### config.mk
export PLATFORM = sky130hd
export DESIGN_NAME = mat_stream_loader
export DESIGN_NICKNAME = d
export VERILOG_FILES = /design/src/rtl/mat_stream_loader.sv
export SDC_FILE = /design/constraint.sdc
export NUM_CORES = 1
export LEC_CHECK = 0
export BUFFER_PORTS_ARGS = -buffer_cell sky130_fd_sc_hd__buf_2
export CAP_MARGIN = 10
export CORE_UTILIZATION = 40
export CTS_BUF_LIST = sky130_fd_sc_hd__clkbuf_8
export CTS_CLUSTER_DIAMETER = 100
export DETAILED_ROUTE_END_ITERATION = 8
export SYNTH_ARGS = -nofsm -noshare
export SYNTH_HDL_FRONTEND = slang
export SYNTH_SLANG_ARGS = --single-unit
### constraint.sdc
create_clock -name clk -period 1.75 [get_ports clk]
set_input_delay 0.175 -clock clk [delete_from_list [all_inputs] [get_ports clk]]
set_output_delay 0.175 -clock clk [all_outputs]
set_load 0.01 [all_outputs]
### src/rtl/mat_stream_loader.sv
// mat_stream_loader: double-buffered assembler of a row-major element stream into a parallel matrix
package fixed_pkg;
  localparam int FIXED_W = 16;
  localparam int FIXED_FRAC = 8;
  typedef logic signed [FIXED_W-1:0] fixed;
endpackage

module mat_stream_loader
  import fixed_pkg::*;
#(
  parameter int ROWS = 3,
  parameter int COLS = 3
) (
  input  logic                            clk,
  input  logic                            rst,
  input  logic                            in_valid,
  output logic                            in_ready,
  input  fixed                            in_data,
  input  logic                            in_last,
  output logic                            out_valid,
  input  logic                            out_ready,
  output fixed [ROWS-1:0][COLS-1:0]       out_mat,
  output logic                            frame_err
);
  localparam int RW = ROWS > 1 ? $clog2(ROWS) : 1;
  localparam int CW = COLS > 1 ? $clog2(COLS) : 1;
  fixed [1:0][ROWS-1:0][COLS-1:0] bank;
  logic [1:0] full;
  logic wsel, rsel;
  logic [RW-1:0] row;
  logic [CW-1:0] col;
  logic acc, last_pos;
  assign in_ready = !full[wsel];
  assign out_valid = full[rsel];
  assign out_mat = bank[rsel];
  assign acc = in_valid && in_ready;
  assign last_pos = row == RW'(ROWS-1) && col == CW'(COLS-1);
  always_ff @(posedge clk) begin
    if (rst) begin
      bank <= '0;
      full <= '0;
      wsel <= 1'b0;
      rsel <= 1'b0;
      row <= '0;
      col <= '0;
      frame_err <= 1'b0;
    end else begin
      frame_err <= 1'b0;
      if (out_valid && out_ready) begin
        full[rsel] <= 1'b0;
        rsel <= ~rsel;
      end
      if (acc) begin
        bank[wsel][row][col] <= in_data;
        if (last_pos) begin
          full[wsel] <= 1'b1;
          wsel <= ~wsel;
          row <= '0;
          col <= '0;
          frame_err <= !in_last;
        end else if (in_last) begin
          row <= '0;
          col <= '0;
          frame_err <= 1'b1;
        end else if (col == CW'(COLS-1)) begin
          col <= '0;
          row <= row + RW'(1);
        end else begin
          col <= col + CW'(1);
        end
      end
    end
  end
endmodule

After elaboration in Yosys (flattened, before gate mapping)
Index checks and enable logic that the tools add are counted.

storage, ports and cells
  bits in registers = 297
  output and inout bits = 147
  word-level logic and storage cells = 84

operators by class
  add/subtract/negate cells = 2
  $lt $le $gt $ge = 8
  equality and inequality tests = 2
  muxes and demuxes = 29
  bitwise gates (word level) = 6
  reduce and logical (&&, ||, !) cells = 13

operators with widths
  operator               number
  $mux W144              3
  $bwmux W288            1
  $demux W144 S1         1
  $demux W48 S2          1
  $mux W48               1
  $demux W16 S2          1
  $mux W2                10
  $mux W16               1
  $mux W1                8
  $logic_and A1 B1 Y1    7
  $lt A2 B3 Y1 const B   2
  $add A2 B1 Y2 const B  2
  $eq A2 B2 Y1 const B   2
  $ge A2 B1 Y1 const B   2
  $lt A1 B2 Y1 const B   2
  $reduce_and A2 Y1      2
  $not A1 Y1             3
  $reduce_bool A3 Y1     1
  $and A2 B2 Y2          1
  $demux W1 S1           2
  $ge A1 B1 Y1 const B   2
  $logic_not A1 Y1       2
  $not A2 Y2             1
  $or A2 B2 Y2           1
  $reduce_or A2 Y1       1

Logic depth before layout (Yosys ltp)
  depth in word-level cells = 11
  depth in mapped cells = 7
  mapped depth without buffers = 6

Worst setup path after synthesis
OpenSTA, ideal clock, no wires.

  path kind = register -> register
  from = register col[0]
  to = register row[0]
  library setup time = 123 ps
  arrival time = 1,577 ps
  setup slack = 50 ps
  cell stages (with the launch flop) = 7
  clock period less this slack = 1,700 ps
  path through = dfxtp_1 -> buf_2 -> clkbuf_1 -> nand3b_1 -> ha_1 -> a211o_1 -> mux2_1

on the way
  longest elaborated chain between the ends = 4
  elaborated cells on any way between the ends = 5
  classes of those cells = eq/ne: 1; mux: 1; reduce/logical: 3

RTL lines
  item                          line    RTL
  from (decl)                   31      logic [CW-1:0] col;
  from (signal assigned)        69      col <= col + CW'(1);
  $eq A2 B2 Y1 (*)              37, 65
  $logic_and A1 B1 Y1           37      assign last_pos = row == RW'(ROWS-1) && col == CW'(COLS-1);
  $reduce_bool A3 Y1 (no line)  --
  $reduce_and A2 Y1 (no line)   --
  to (signal assigned)          67      row <= row + RW'(1);
  to (decl)                     30      logic [RW-1:0] row;

Every way passes the cells marked *; elsewhere a longest branch is shown, timed or not.
A chain may end at the register's enable or synchronous reset.

==> results.txt <==
- Number of remaining DRC errors: 0
- Met1 usage in global routing: 34.16%
* Synthesized Nets: 1534
- The first routing iteration left 1011 violations.
- The share of the Yosys chip area taken by registers is 44.24%.
* Sequential cell area: 5953 sq um
- In this run the remaining antenna-violating nets after routing total 0.
* Relative slew slack: 58.91%
* Run status: finished, violations left
- STA puts the critical path data required time at 1.57 ns.
- Routability-driven placement finished with a final weighted congestion of 0.7748.
* Placed wire-length estimate after detailed placement: 23.74 mm
- At the pin with the least slew margin, the transition time is 0.6164 ns.
- After global routing the overflow that remains totals 0.
* Cells traversed along the worst timing path: buf_12 -> buf_4 -> buf_12 -> mux2_4 -> buf_6
- Across all setup checks in the final design, the least slack found is -0.2713 ns.
- Total cell area at the placement stage: 14870 sq um
* Maximum number of pins on one net before global-route repair: 72
* Post-synth ARST share: 0%
- Setup Viol. Count Final: 145
- From left edge to right edge, the die measures 185.3 um.
- At the worst endpoint, the arrival time is 1.85 ns.
* Clock-pin slew on the worst setup and hold paths: 0.06 ns
- Worst path slowest cell: dfxtp_4
* Pre-Repair DR Iteration Count: 5
- In the finished design, the share of the clock period the worst path needs comes to 115.5%.
- Reported leakage power: 6.727 nW
- Final critical delay including setup and external delays: 2.021 ns
- For this run, the leading register cell type out of synthesis is dfxtp_1.
- From synthesis to final layout, the design area changed by 28.62%.
- Yosys printed 0 warnings.
- TritonCTS built the clock tree.
- After the last flow step, the layout net total stands at 1660.
* Number of synthesized flops with an enable pin: 0
- Final Max Tran Viols: 0
- Setup repair after global routing could not meet its margin everywhere.
* Highest clock rate: 494.7 MHz
* Wire length of the first global-routing pass: 64.93 mm
- Number of rows created at floorplan: 66
- Total of fill cells in the finished design: 2993
- Total Routed Length: 43.36 mm
- Counting distinct cell types in the post-synthesis netlist gives 44.
* Cells after DPL: 1997
- The setup path with the least slack is of type reg -> out.
- In this run, synthesis produced a sequential element count of 297.
- Critical path endpoint category: output port
- After detailed routing, the average wire length per cell comes to 20.47 um.
- Global routing used 24.27% of the available tracks.
* Count of antenna diodes in the layout: 0
* Most common library cell in the layout ignoring fill and taps: dfxtp_1
- Post-Route Hold Slack: 0.08279 ns
* Met3 GRT Util: 3.618%
* Number of max-cap violations: 0
- Worst ir drop on vdd: 0.4713 mV
* Core Region: 32780 sq um
- Power density relative to cell area: 842.8 nW/um^2
* Source-to-sink clock delay at the later pin of the worst-skew pair: 0.56 ns
- Leading cell types in the layout, fill and taps excluded: dfxtp_1, a21oi_1, nand3_1
- Most used routing layer in global routing: met2
* Die area: 34340 sq um
- Combined area of the multi-input logic cells: 6928 sq um
- Root buffer cell: clkbuf_8
- In this design, the stage delay of the slowest critical-path cell is 0.38 ns.
* Number of global-route vias before repair: 11150
* Mean Syn Cell Area: 8.907 sq um
* Met2 track demand over resource: 38.08%
- Critical path buffers and inverters: 4
* Fin cells: 2118
- Final-report hold violation count: 0
* Worst-case clock buffer depth: 3
* Ratio of cells with drive above 1 in the final layout: 29.77%
* CTS sink cnt: 297
* Clock skew: 0.01254 ns
* Final Instance Area: 17290 sq um
- Number of buffers created by CTS: 51
- After detailed routing, the number of vias per cell comes to 5.666.
* Final core utilization: 52.73%
- Path category of the worst min-delay check: in -> reg
- After synthesis the cells add up to 13440 sq um.
* Antenna violations before repair: 0
* Vertical extent of the die: 185.3 um
- Starting density of the core: 41.00%
- In this design, the largest share of critical-path delay is due to buffers and inverters.
* Count of input and output buffers: 167
- Gate count of the mapped netlist: 1509
* Critical path peak fanout: 8
- Via total after detailed routing: 12000
* Most frequent cell on the critical path: buf_12
- Number of placed I/O pins: 168
- The worst setup path is launched from a register.
- The final reports fail on negative setup slack.
- In this run the number of H-tree levels came out at 2.
what timing repair did:
item                                    4_1_cts  5_1_grt
cloned                                        7        6
endpoints found under the setup margin      146      197
setup buffers                                10        1
hold buffers                                  4        0
endpoints found under the hold margin         7        0
resized for setup                           105       92
power breakdown:
group          switching (W)  internal (W)  total (W)
clock                0.00288       0.00392    0.00679
sequential         0.0000277       0.00681    0.00684
combinational       0.000631      0.000304   0.000935
through the flow:
stage / setup WS, ns / TNS (ns) / power [W]
after floorplan: 0.04975 / 0 / 0.007497
after global placement: 0.09485 / 0 / 0.007873
after detailed placement: 0.06022 / 0 / 0.007880
after CTS: -0.2952 / -34.66 / 0.01466
after global routing: -0.3134 / -39.05 / 0.01505
final: -0.2713 / -32.09 / 0.01457
sequential cells by signal, summed over array words and instances (netlist names):
| register | cells |
|---|---|
| col | 2 |
| bank | 288 |
| wsel | 1 |
| rsel | 1 |
| row | 2 |
| full | 2 |
| frame_err | 1 |
worst register-to-register path, delay by kind of cell (launching register included):
kind                   cells  cell delay [ns]
buffers and inverters      2             0.70
flip-flops                 1             0.33
multiplexers               1             0.31
AO/OA/AOI/OAI              2             0.28
final timing paths:
check / cells after the start / end / slack, ns / from
setup / recovery: 5 / out_mat[137] / -0.27 / rsel$_SDFFE_PP0N_
hold / removal: 4 / col[1]$_SDFFE_PP0P_ / 0.08 / in_valid
setup reg to reg: 5 / col[0]$_SDFFE_PP0P_ / 0.02 / full[0]$_SDFF_PP0_
hold reg to reg: 2 / bank[118]$_SDFFE_PP0P_ / 0.46 / bank[118]$_SDFFE_PP0P_
Yosys cell counts (2+ instances only):
library cell | n | area (sq um)
buf_4 | 7 | 52.55
clkbuf_1 | 104 | 390.4
inv_1 | 7 | 26.28
nand3_1 | 228 | 1141
a21oi_1 | 229 | 1146
or4_1 | 2 | 15.01
nand2b_1 | 86 | 538.0
mux2i_1 | 65 | 650.6
and4bb_2 | 2 | 25.02
buf_6 | 5 | 56.30
mux2_2 | 146 | 1644
buf_2 | 43 | 215.2
nor2_1 | 4 | 15.01
or4b_1 | 2 | 20.02
and2_1 | 2 | 12.51
dfxtp_1 | 297 | 5946
ha_1 | 4 | 50.05
nor2b_1 | 2 | 12.51
nand2_1 | 5 | 18.77
buf_12 | 3 | 60.06
o21ai_0 | 227 | 1136
buf_1 | 17 | 63.81
area by class of cell:
cell class | instances | share of cell area, %
sequential | 297 | 34.44
timing repair buffer | 252 | 15.53
clock buffer | 75 | 5.971
multi-input combinational | 1026 | 40.08
tap | 442 | 3.199
clock inverter | 19 | 0.6225
inverter | 7 | 0.1665
kinds of logic (layout without fill, tap and decap cells):
kind of cell	Yosys count	count (layout)	synth area share (%)
AOI/OAI and AO/OA	460	460	17.22
and+or+nand+nor	350	350	14.58
muxes	212	212	17.16
buffers and inverters	186	353	6.433
DFF	297	297	44.24
adders and majority gates	4	4	0.3724
layer usage:
| layer | routed length (um) | part of all wire, % |
|---|---|---|
| met1 | 18950 | 44 |
| met2 | 20230 | 47 |
| met3 | 3172 | 7.3 |
| met4 | 1003 | 2.3 |
| met5 | 0 | 0 |
Note: power is estimated with default switching activity, not from simulation.
